$ cat src/rtl/datapath_pkg.sv
// rtl/datapath_pkg.sv - ALU opcode and FSM state encodings shared by the multicycle datapath
package datapath_pkg;

  typedef enum logic [3:0] {
    ALU_ADD  = 4'b0000,
    ALU_SLL  = 4'b0001,
    ALU_SLT  = 4'b0010,
    ALU_SLTU = 4'b0011,
    ALU_XOR  = 4'b0100,
    ALU_SRL  = 4'b0101,
    ALU_OR   = 4'b0110,
    ALU_AND  = 4'b0111,
    ALU_SUB  = 4'b1000,
    ALU_MUL  = 4'b1010,
    ALU_SRA  = 4'b1101
  } alu_op_t;

  typedef enum logic [2:0] {
    S_IDLE,
    S_EXEC,
    S_MUL,
    S_MEM,
    S_WB
  } state_t;

endpackage

$ cat src/rtl/datapath_mc_if.sv
// rtl/datapath_mc_if.sv - controller and data-memory signal bundle for datapath_mc
interface datapath_mc_if #(
  parameter int NBITS      = 8,
  parameter int NREGS      = 32,
  parameter int WIDTH_ALUF = 4
);
  localparam int RW = $clog2(NREGS);

  logic                  start;
  logic                  ready;
  logic                  done;
  logic [RW-1:0]         RS1;
  logic [RW-1:0]         RS2;
  logic [RW-1:0]         RD;
  logic [NBITS-1:0]      IMM;
  logic [WIDTH_ALUF-1:0] ALUControl;
  logic                  ALUSrc;
  logic                  MemRead;
  logic                  MemWrite;
  logic                  RegWrite;
  logic                  link;
  logic [NBITS-1:0]      pclink;
  logic [NBITS-1:0]      PCReg;
  logic                  Zero;
  logic                  Neg;
  logic                  Carry;
  logic                  MemErr;
  logic                  MemReq;
  logic                  MemWe;
  logic                  MemAck;
  logic [NBITS-3:0]      Address;
  logic [NBITS-1:0]      WriteData;
  logic [NBITS-1:0]      ReadData;

  // Datapath side
  modport slave (
    input  start, RS1, RS2, RD, IMM, ALUControl, ALUSrc, MemRead, MemWrite,
           RegWrite, link, pclink, MemAck, ReadData,
    output ready, done, PCReg, Zero, Neg, Carry, MemErr, MemReq, MemWe,
           Address, WriteData
  );

  // Controller / memory side
  modport master (
    output start, RS1, RS2, RD, IMM, ALUControl, ALUSrc, MemRead, MemWrite,
           RegWrite, link, pclink, MemAck, ReadData,
    input  ready, done, PCReg, Zero, Neg, Carry, MemErr, MemReq, MemWe,
           Address, WriteData
  );

endinterface

$ cat src/rtl/datapath_mc_alu.sv
// rtl/datapath_mc_alu.sv - combinational RV-style ALU with compare flags (module alu_mc)
module alu_mc
  import datapath_pkg::*;
#(
  parameter int NBITS      = 8,
  parameter int WIDTH_ALUF = 4
) (
  input  logic [NBITS-1:0]      a,
  input  logic [NBITS-1:0]      b,
  input  logic [WIDTH_ALUF-1:0] op,
  output logic [NBITS-1:0]      result,
  output logic                  zero,
  output logic                  neg,
  output logic                  carry
);
  localparam int SHW = $clog2(NBITS);

  logic [SHW-1:0]   shamt;
  logic [NBITS-1:0] diff;

  assign shamt = b[SHW-1:0];

  // Flags always come from A-B so that branches work regardless of the opcode
  assign {carry, diff} = {1'b0, a} + {1'b0, ~b} + {{NBITS{1'b0}}, 1'b1};
  assign zero = (a == b);
  assign neg  = ($signed(a) < $signed(b));

  // Opcode decode; anything not listed (including MUL, handled by the top) falls back to ADD
  always_comb begin
    result = a + b;
    case (op)
      ALU_SLL:  result = a << shamt;
      ALU_SLT:  result = {{(NBITS-1){1'b0}}, neg};
      ALU_SLTU: result = {{(NBITS-1){1'b0}}, ~carry};
      ALU_XOR:  result = a ^ b;
      ALU_SRL:  result = a >> shamt;
      ALU_OR:   result = a | b;
      ALU_AND:  result = a & b;
      ALU_SUB:  result = diff;
      ALU_SRA:  result = NBITS'($signed(a) >>> shamt);
      default:  result = a + b;
    endcase
  end

endmodule

$ cat src/rtl/datapath_mc.sv
// rtl/datapath_mc.sv - multicycle datapath top: FSM, register file, memory timeout; DATAPATH_MUL_EN adds shift-add MUL
module datapath_mc
  import datapath_pkg::*;
#(
  parameter int NBITS       = 8,
  parameter int NREGS       = 32,
  parameter int WIDTH_ALUF  = 4,
  parameter int MEM_TIMEOUT = 16
) (
  input logic           clock,
  input logic           reset,
  datapath_mc_if.slave  bus
);
  localparam int RW = $clog2(NREGS);
  localparam int TW = $clog2(MEM_TIMEOUT + 1) + 1;
  localparam logic [TW-1:0] TMO_ONE = 1;
`ifdef DATAPATH_MUL_EN
  localparam int CW = $clog2(NBITS) + 1;
  localparam logic [CW-1:0] MUL_ONE  = 1;
  localparam logic [CW-1:0] MUL_LAST = CW'(NBITS - 1);
`endif

  state_t                state_q, state_d;
  logic [NBITS-1:0]      regs_q [NREGS];
  logic [NBITS-1:0]      src_a_q, src_a_d, src_b_q, src_b_d;
  logic [NBITS-1:0]      st_data_q, st_data_d;
  logic [RW-1:0]         rd_q, rd_d;
  logic [WIDTH_ALUF-1:0] op_q, op_d;
  logic                  mem_read_q, mem_read_d, mem_write_q, mem_write_d;
  logic                  reg_write_q, reg_write_d, link_q, link_d;
  logic [NBITS-1:0]      pclink_q, pclink_d;
  logic [NBITS-1:0]      alu_res_q, alu_res_d, rdata_q, rdata_d, pc_reg_q, pc_reg_d;
  logic                  zero_q, zero_d, neg_q, neg_d, carry_q, carry_d;
  logic                  mem_err_q, mem_err_d;
  logic [TW-1:0]         tmo_cnt_q, tmo_cnt_d;
  logic                  ready_q, ready_d, done_q, done_d;
  logic                  mem_req_q, mem_req_d, mem_we_q, mem_we_d;
`ifdef DATAPATH_MUL_EN
  logic [CW-1:0]         mul_cnt_q, mul_cnt_d;
`endif

  logic [NBITS-1:0]      alu_y;
  logic                  alu_zero, alu_neg, alu_carry;
  logic                  wr_en;
  logic [NBITS-1:0]      wr_data;

  alu_mc #(.NBITS(NBITS), .WIDTH_ALUF(WIDTH_ALUF)) u_alu (
    .a      (src_a_q),
    .b      (src_b_q),
    .op     (op_q),
    .result (alu_y),
    .zero   (alu_zero),
    .neg    (alu_neg),
    .carry  (alu_carry)
  );

  // Next-state and next-output computation for the EXEC/MUL/MEM/WB sequence
  always_comb begin
    state_d     = state_q;
    src_a_d     = src_a_q;
    src_b_d     = src_b_q;
    st_data_d   = st_data_q;
    rd_d        = rd_q;
    op_d        = op_q;
    mem_read_d  = mem_read_q;
    mem_write_d = mem_write_q;
    reg_write_d = reg_write_q;
    link_d      = link_q;
    pclink_d    = pclink_q;
    alu_res_d   = alu_res_q;
    rdata_d     = rdata_q;
    pc_reg_d    = pc_reg_q;
    zero_d      = zero_q;
    neg_d       = neg_q;
    carry_d     = carry_q;
    mem_err_d   = mem_err_q;
    tmo_cnt_d   = tmo_cnt_q;
`ifdef DATAPATH_MUL_EN
    mul_cnt_d   = mul_cnt_q;
`endif
    wr_en       = 1'b0;
    // A store with MemRead also set keeps the ALU result
    if (link_q)
      wr_data = pclink_q;
    else if (mem_read_q && !mem_write_q)
      wr_data = rdata_q;
    else
      wr_data = alu_res_q;

    case (state_q)
      S_IDLE: begin
        if (bus.start) begin
          src_a_d     = regs_q[bus.RS1];
          src_b_d     = bus.ALUSrc ? bus.IMM : regs_q[bus.RS2];
          st_data_d   = regs_q[bus.RS2];
          pc_reg_d    = regs_q[bus.RS1];
          rd_d        = bus.RD;
          op_d        = bus.ALUControl;
          mem_read_d  = bus.MemRead;
          mem_write_d = bus.MemWrite;
          reg_write_d = bus.RegWrite;
          link_d      = bus.link;
          pclink_d    = bus.pclink;
          mem_err_d   = 1'b0;
          state_d     = S_EXEC;
        end
      end
      S_EXEC: begin
        alu_res_d = alu_y;
        zero_d    = alu_zero;
        neg_d     = alu_neg;
        carry_d   = alu_carry;
        tmo_cnt_d = '0;
        if (mem_read_q || mem_write_q)
          state_d = S_MEM;
        else
          state_d = S_WB;
`ifdef DATAPATH_MUL_EN
        if (op_q == ALU_MUL) begin
          alu_res_d = '0;
          mul_cnt_d = '0;
          state_d   = S_MUL;
        end
`endif
      end
`ifdef DATAPATH_MUL_EN
      S_MUL: begin
        // One partial product per cycle; operands are consumed in place
        if (src_b_q[0])
          alu_res_d = alu_res_q + src_a_q;
        src_a_d   = src_a_q << 1;
        src_b_d   = src_b_q >> 1;
        mul_cnt_d = mul_cnt_q + MUL_ONE;
        if (mul_cnt_q == MUL_LAST)
          state_d = S_WB;
      end
`endif
      S_MEM: begin
        if (bus.MemAck) begin
          rdata_d = bus.ReadData;
          state_d = S_WB;
        end else if ((MEM_TIMEOUT != 0) && (32'(tmo_cnt_q) == MEM_TIMEOUT - 1)) begin
          mem_err_d = 1'b1;
          state_d   = S_WB;
        end else begin
          tmo_cnt_d = tmo_cnt_q + TMO_ONE;
        end
      end
      S_WB: begin
        wr_en   = reg_write_q && (rd_q != '0) && !mem_err_q;
        state_d = S_IDLE;
      end
      default: state_d = S_IDLE;
    endcase

    ready_d   = (state_d == S_IDLE);
    done_d    = (state_d == S_WB);
    mem_req_d = (state_d == S_MEM);
    mem_we_d  = (state_d == S_MEM) && mem_write_d;
  end

  // State, latched operands and registered outputs
  always_ff @(posedge clock or posedge reset) begin
    if (reset) begin
      state_q     <= S_IDLE;
      src_a_q     <= '0;
      src_b_q     <= '0;
      st_data_q   <= '0;
      rd_q        <= '0;
      op_q        <= '0;
      mem_read_q  <= 1'b0;
      mem_write_q <= 1'b0;
      reg_write_q <= 1'b0;
      link_q      <= 1'b0;
      pclink_q    <= '0;
      alu_res_q   <= '0;
      rdata_q     <= '0;
      pc_reg_q    <= '0;
      zero_q      <= 1'b0;
      neg_q       <= 1'b0;
      carry_q     <= 1'b0;
      mem_err_q   <= 1'b0;
      tmo_cnt_q   <= '0;
      ready_q     <= 1'b1;
      done_q      <= 1'b0;
      mem_req_q   <= 1'b0;
      mem_we_q    <= 1'b0;
`ifdef DATAPATH_MUL_EN
      mul_cnt_q   <= '0;
`endif
    end else begin
      state_q     <= state_d;
      src_a_q     <= src_a_d;
      src_b_q     <= src_b_d;
      st_data_q   <= st_data_d;
      rd_q        <= rd_d;
      op_q        <= op_d;
      mem_read_q  <= mem_read_d;
      mem_write_q <= mem_write_d;
      reg_write_q <= reg_write_d;
      link_q      <= link_d;
      pclink_q    <= pclink_d;
      alu_res_q   <= alu_res_d;
      rdata_q     <= rdata_d;
      pc_reg_q    <= pc_reg_d;
      zero_q      <= zero_d;
      neg_q       <= neg_d;
      carry_q     <= carry_d;
      mem_err_q   <= mem_err_d;
      tmo_cnt_q   <= tmo_cnt_d;
      ready_q     <= ready_d;
      done_q      <= done_d;
      mem_req_q   <= mem_req_d;
      mem_we_q    <= mem_we_d;
`ifdef DATAPATH_MUL_EN
      mul_cnt_q   <= mul_cnt_d;
`endif
    end
  end

  // Register file; x0 is never written so it reads as zero
  always_ff @(posedge clock or posedge reset) begin
    if (reset) begin
      for (int i = 0; i < NREGS; i++)
        regs_q[i] <= '0;
    end else if (wr_en) begin
      regs_q[rd_q] <= wr_data;
    end
  end

  assign bus.ready     = ready_q;
  assign bus.done      = done_q;
  assign bus.PCReg     = pc_reg_q;
  assign bus.Zero      = zero_q;
  assign bus.Neg       = neg_q;
  assign bus.Carry     = carry_q;
  assign bus.MemErr    = mem_err_q;
  assign bus.MemReq    = mem_req_q;
  assign bus.MemWe     = mem_we_q;
  assign bus.Address   = alu_res_q[NBITS-1:2];
  assign bus.WriteData = st_data_q;

endmodule

$ cat src/flat_wrapper.sv
// flat-port wrapper written by rule: the top's interface ports become plain ports
module datapath_mc_flat import datapath_pkg::*;
#(
  parameter int NBITS       = 8,
  parameter int NREGS       = 32,
  parameter int WIDTH_ALUF  = 4,
  parameter int MEM_TIMEOUT = 16
)
  (clock, reset, bus_start, bus_RS1, bus_RS2, bus_RD, bus_IMM, bus_ALUControl, bus_ALUSrc, bus_MemRead, bus_MemWrite, bus_RegWrite, bus_link, bus_pclink, bus_MemAck, bus_ReadData, bus_ready, bus_done, bus_PCReg, bus_Zero, bus_Neg, bus_Carry, bus_MemErr, bus_MemReq, bus_MemWe, bus_Address, bus_WriteData);
  datapath_mc_if #(.NBITS(NBITS), .NREGS(NREGS), .WIDTH_ALUF(WIDTH_ALUF)) bus_i ();
  input logic clock;
  input logic reset;
  input wire logic [$bits(bus_i.start)-1:0] bus_start;
  input wire logic [$bits(bus_i.RS1)-1:0] bus_RS1;
  input wire logic [$bits(bus_i.RS2)-1:0] bus_RS2;
  input wire logic [$bits(bus_i.RD)-1:0] bus_RD;
  input wire logic [$bits(bus_i.IMM)-1:0] bus_IMM;
  input wire logic [$bits(bus_i.ALUControl)-1:0] bus_ALUControl;
  input wire logic [$bits(bus_i.ALUSrc)-1:0] bus_ALUSrc;
  input wire logic [$bits(bus_i.MemRead)-1:0] bus_MemRead;
  input wire logic [$bits(bus_i.MemWrite)-1:0] bus_MemWrite;
  input wire logic [$bits(bus_i.RegWrite)-1:0] bus_RegWrite;
  input wire logic [$bits(bus_i.link)-1:0] bus_link;
  input wire logic [$bits(bus_i.pclink)-1:0] bus_pclink;
  input wire logic [$bits(bus_i.MemAck)-1:0] bus_MemAck;
  input wire logic [$bits(bus_i.ReadData)-1:0] bus_ReadData;
  output wire logic [$bits(bus_i.ready)-1:0] bus_ready;
  output wire logic [$bits(bus_i.done)-1:0] bus_done;
  output wire logic [$bits(bus_i.PCReg)-1:0] bus_PCReg;
  output wire logic [$bits(bus_i.Zero)-1:0] bus_Zero;
  output wire logic [$bits(bus_i.Neg)-1:0] bus_Neg;
  output wire logic [$bits(bus_i.Carry)-1:0] bus_Carry;
  output wire logic [$bits(bus_i.MemErr)-1:0] bus_MemErr;
  output wire logic [$bits(bus_i.MemReq)-1:0] bus_MemReq;
  output wire logic [$bits(bus_i.MemWe)-1:0] bus_MemWe;
  output wire logic [$bits(bus_i.Address)-1:0] bus_Address;
  output wire logic [$bits(bus_i.WriteData)-1:0] bus_WriteData;
  assign bus_i.start = bus_start;
  assign bus_i.RS1 = bus_RS1;
  assign bus_i.RS2 = bus_RS2;
  assign bus_i.RD = bus_RD;
  assign bus_i.IMM = bus_IMM;
  assign bus_i.ALUControl = bus_ALUControl;
  assign bus_i.ALUSrc = bus_ALUSrc;
  assign bus_i.MemRead = bus_MemRead;
  assign bus_i.MemWrite = bus_MemWrite;
  assign bus_i.RegWrite = bus_RegWrite;
  assign bus_i.link = bus_link;
  assign bus_i.pclink = bus_pclink;
  assign bus_i.MemAck = bus_MemAck;
  assign bus_i.ReadData = bus_ReadData;
  assign bus_ready = bus_i.ready;
  assign bus_done = bus_i.done;
  assign bus_PCReg = bus_i.PCReg;
  assign bus_Zero = bus_i.Zero;
  assign bus_Neg = bus_i.Neg;
  assign bus_Carry = bus_i.Carry;
  assign bus_MemErr = bus_i.MemErr;
  assign bus_MemReq = bus_i.MemReq;
  assign bus_MemWe = bus_i.MemWe;
  assign bus_Address = bus_i.Address;
  assign bus_WriteData = bus_i.WriteData;
  datapath_mc #(.NBITS(NBITS), .NREGS(NREGS), .WIDTH_ALUF(WIDTH_ALUF), .MEM_TIMEOUT(MEM_TIMEOUT)) u_core (.clock(clock), .reset(reset), .bus(bus_i));
endmodule
$ cat config.mk
export PLATFORM = sky130hd
export DESIGN_NAME = datapath_mc_flat
export DESIGN_NICKNAME = d
export VERILOG_FILES = /design/src/rtl/datapath_pkg.sv /design/src/rtl/datapath_mc_if.sv /design/src/rtl/datapath_mc_alu.sv /design/src/rtl/datapath_mc.sv /design/src/flat_wrapper.sv
export SDC_FILE = /design/constraint.sdc
export NUM_CORES = 1
export LEC_CHECK = 0
export ABC_AREA = 1
export CAP_MARGIN = 25
export CORE_MARGIN = 5
export CORE_UTILIZATION = 31
export DETAILED_ROUTE_END_ITERATION = 10
export HOLD_SLACK_MARGIN = 0.1
export SYNTH_ARGS = -nofsm -noshare
export SYNTH_HDL_FRONTEND = slang
export SYNTH_SLANG_ARGS = --single-unit
$ cat constraint.sdc
create_clock -name clock -period 12 [get_ports clock]
set_input_delay 3 -clock clock [delete_from_list [all_inputs] [get_ports clock]]
set_output_delay 3 -clock clock [all_outputs]
set_load 0.005 [all_outputs]
==> reports/qor.yml <==
p_leak_nw: 9.762
area_delta_synth_final_pct: 13.66
maxSlewViolCount: 0
yosys.area.top_type: "dfrtp_1"
ys_seq_elements: 334
grt_use_total: 0.1912
crit-reg2reg-launch: "u_core.mem_read_q$_DFFE_PP0P_"
top_usage_layer: "met2"
layout_common_cells: "1,156 x nand2_1, 472 x nand3_1, 333 x dfrtp_1, 278 x o21ai_0, 107 x inv_1"
ant_nets: 0
grt_pass1_wl_um: 103200
use_met3: 0.02996
drv_cap: 0
grtUsageMet2: 0.3053
whs_ns: 0.4067
via_per_inst: 5.150
power.density_mw_per_mm2: 206.1
fillers: 6611
post_cts_resized: 0
placementRows: 91
io_pins: 82
arrival_ns: 5.85
required_ns: 12.50
period_share: 0.4462
end_kind: "flop"
antenna_found_initial: 0
synth_edf_count: 0
async_flop_share: 1.000
place_area_mm2: 0.02059
synthesis.instances: 2802
postCtsSetupBuffers: 0
cp-startpoint: "bus_RS2[0]"
cp_cell_sequence: "buf_4 > inv_4 > buf_4 > nand2_1 > nand3_1 > nand3_1 > nand2_1 > nand2_1 > nand3_1 > nand2_1 > nand2_1 > nand2_1 > nand2_1"
ys.flop_type: "dfrtp_1"
num_vias: 18628
drc: 0
wl_per_cell_um: 18.30
r2r_slack_ns: 9.15
drt_iter0_drc: 2209
r2r_end: "u_core.regs_q[228]$_DFFE_PP0P_"
cpPeakStageDelay_ns: 0.85
dieHeight_um: 259.4
die_x_um: 259.4
hpwl_um: 41750
synth_area_leaders: "dfrtp_1 43%, nand2_1 23%, nand3_1 12%"
cts-hold-fix-buffers: 0
drive_gt1_frac: 0.04101
finalHoldViolCount: 0
synth_top_cell_area_share: 0.4322
cts_made_buffers: 39
min_from: "u_core.regs_q[253]$_DFFE_PP0P_"
status: "finished, final reports clean"
grt_max_degree: 170
slowest_stage: "buf_4"
hold_end: "u_core.regs_q[253]$_DFFE_PP0P_"
drtPass1Iterations: 6
n_antenna_cell: 0
setup_violations: 0
final_nets: 2833
max_slew_margin: 0.2905
netlist_area_mm2: 0.01928
gp_congestion: 0.9158
numPortBuffers: 81
finClkSkew_ns: 0.01180
clock_path_buffers: 3
max_freq_mhz: 186.8
postLayoutCoreUtil: 0.3557
grt_overflow: 0
final.setup.tns_ns: 0
clock-root-buffer: "clkbuf_16"
rsz0062_at_grt: "false"
clk_pin_slew_ns: 0.06
hold_depth: 0
syn-num-nets: 2882
layout_min_cycle_time_ns: 5.355
synth_seq_area_share: 0.4336
ir_worst_vdd_v: 0.0001200
yosys_warnings: 0
core_area_mm2: 0.06160
cpMostUsedCell: "nand2_1"
worst-setup-path-type: "primary input to flop"
initial_utilization: 0.3130
crit_fanout: 82
cts.sinks: 334
tightest_slew_ns: 1.064
syn_area_per_cell_um2: 6.880
final_common_cell: "nand2_1"
wl_um: 66190
startpoint_type: "primary input"
grt_pass1_vias: 17565
r2r_cells: 7
tritoncts: "done"
finalInstanceArea_mm2: 0.02191
worstHoldPathType: "flop to flop"
die-area_mm2: 0.06728
clkLatencyLatePin_ns: 0.56
htree_levels: 2
use_met1: 0.2669
yosysUniqueCellTypes: 38
per-stage QoR:
stage | power (mW) | instances | worst slack [ns]
final | 4.517 | 3617 | 6.645
after global routing | 4.807 | 3617 | 6.508
after CTS | 4.525 | 3616 | 6.787
after detailed placement | 3.286 | 3548 | 6.219
after global placement | 3.243 | 3545 | 6.228
after floorplan | 2.628 | 2802 | 4.538
layer usage:
| metal | part of all wire | routed length [µm] |
|---|---|---|
| met2 | 0.46 | 30240 |
| met3 | 0.072 | 4771 |
| met1 | 0.44 | 29080 |
| met4 | 0.032 | 2108 |
| met5 | 0 | 0 |
cell usage after synthesis, drive strengths merged, types with 2 or more instances:
cell / count
a21oi: 24
buf: 48
clkbuf: 149
clkinv: 4
dfrtp: 333
fa: 2
ha: 26
inv: 116
nand2: 1164
nand3: 472
nand3b: 2
nand4: 11
nor2: 77
nor3: 15
nor3b: 2
o211ai: 16
o21a: 33
o21ai: 278
o22ai: 10
o31ai: 4
or2: 5
xor2: 3
power breakdown:
group / switching, mW / total (mW) / internal, mW
Clock: 0.487 / 1.22 / 0.731
Combinational: 1.17 / 1.72 / 0.549
Sequential: 0.223 / 1.58 / 1.35
registers in the layout, summed over array words and instances, names as in the netlist, 3 cells and up:
register and cells:
u_core.rd_q 5, u_core.tmo_cnt_q 6, u_core.bus.WriteData 8, u_core.pclink_q 8, u_core.state_q 3, u_core.rdata_q 8, u_core.regs_q 256, u_core.src_b_q 8
u_core.alu_res_q 8, u_core.op_q 4, u_core.bus.PCReg 8
worst max-delay path: cells and delay by family:
family | cells | cell delay, ns
and+or+nand+nor | 10 | 1.00
buffers and inverters | 3 | 1.66
area by class of cell:
type	instances	area (µm²)	area share
Clock buffer	57	1156	0.05276
Multi-Input combinational cell	2151	9677	0.4416
Tap cell	837	1047	0.04779
Sequential cell	334	8359	0.3815
Timing Repair Buffer	107	1076	0.04911
Inverter	120	460.4	0.02101
Clock inverter	11	136.4	0.006224
kinds of logic after synthesis:
group	share of synthesized area
DFF	0.4336
adders and majority gates	0.01895
AOI/OAI and AO/OA	0.1038
xor gates and xnor gates	0.001818
and+or+nand+nor	0.3773
buffers and inverters	0.06445
worst max path at each step:
stage,endpoint,slack [ns],cells past startpoint
6_report,u_core.src_b_q[0]$_DFFE_PP0P_,6.65,13
5_1_grt,u_core.src_b_q[1]$_DFFE_PP0P_,6.51,13
4_1_cts,u_core.src_b_q[5]$_DFFE_PP0P_,6.79,13
3_5_place_dp,u_core.src_b_q[5]$_DFFE_PP0P_,6.22,13
3_3_place_gp,u_core.src_b_q[7]$_DFFE_PP0P_,6.23,12
2_1_floorplan,u_core.alu_res_q[0]$_DFFE_PP0P_,4.54,1
Note: power is estimated with default switching activity, not from simulation.
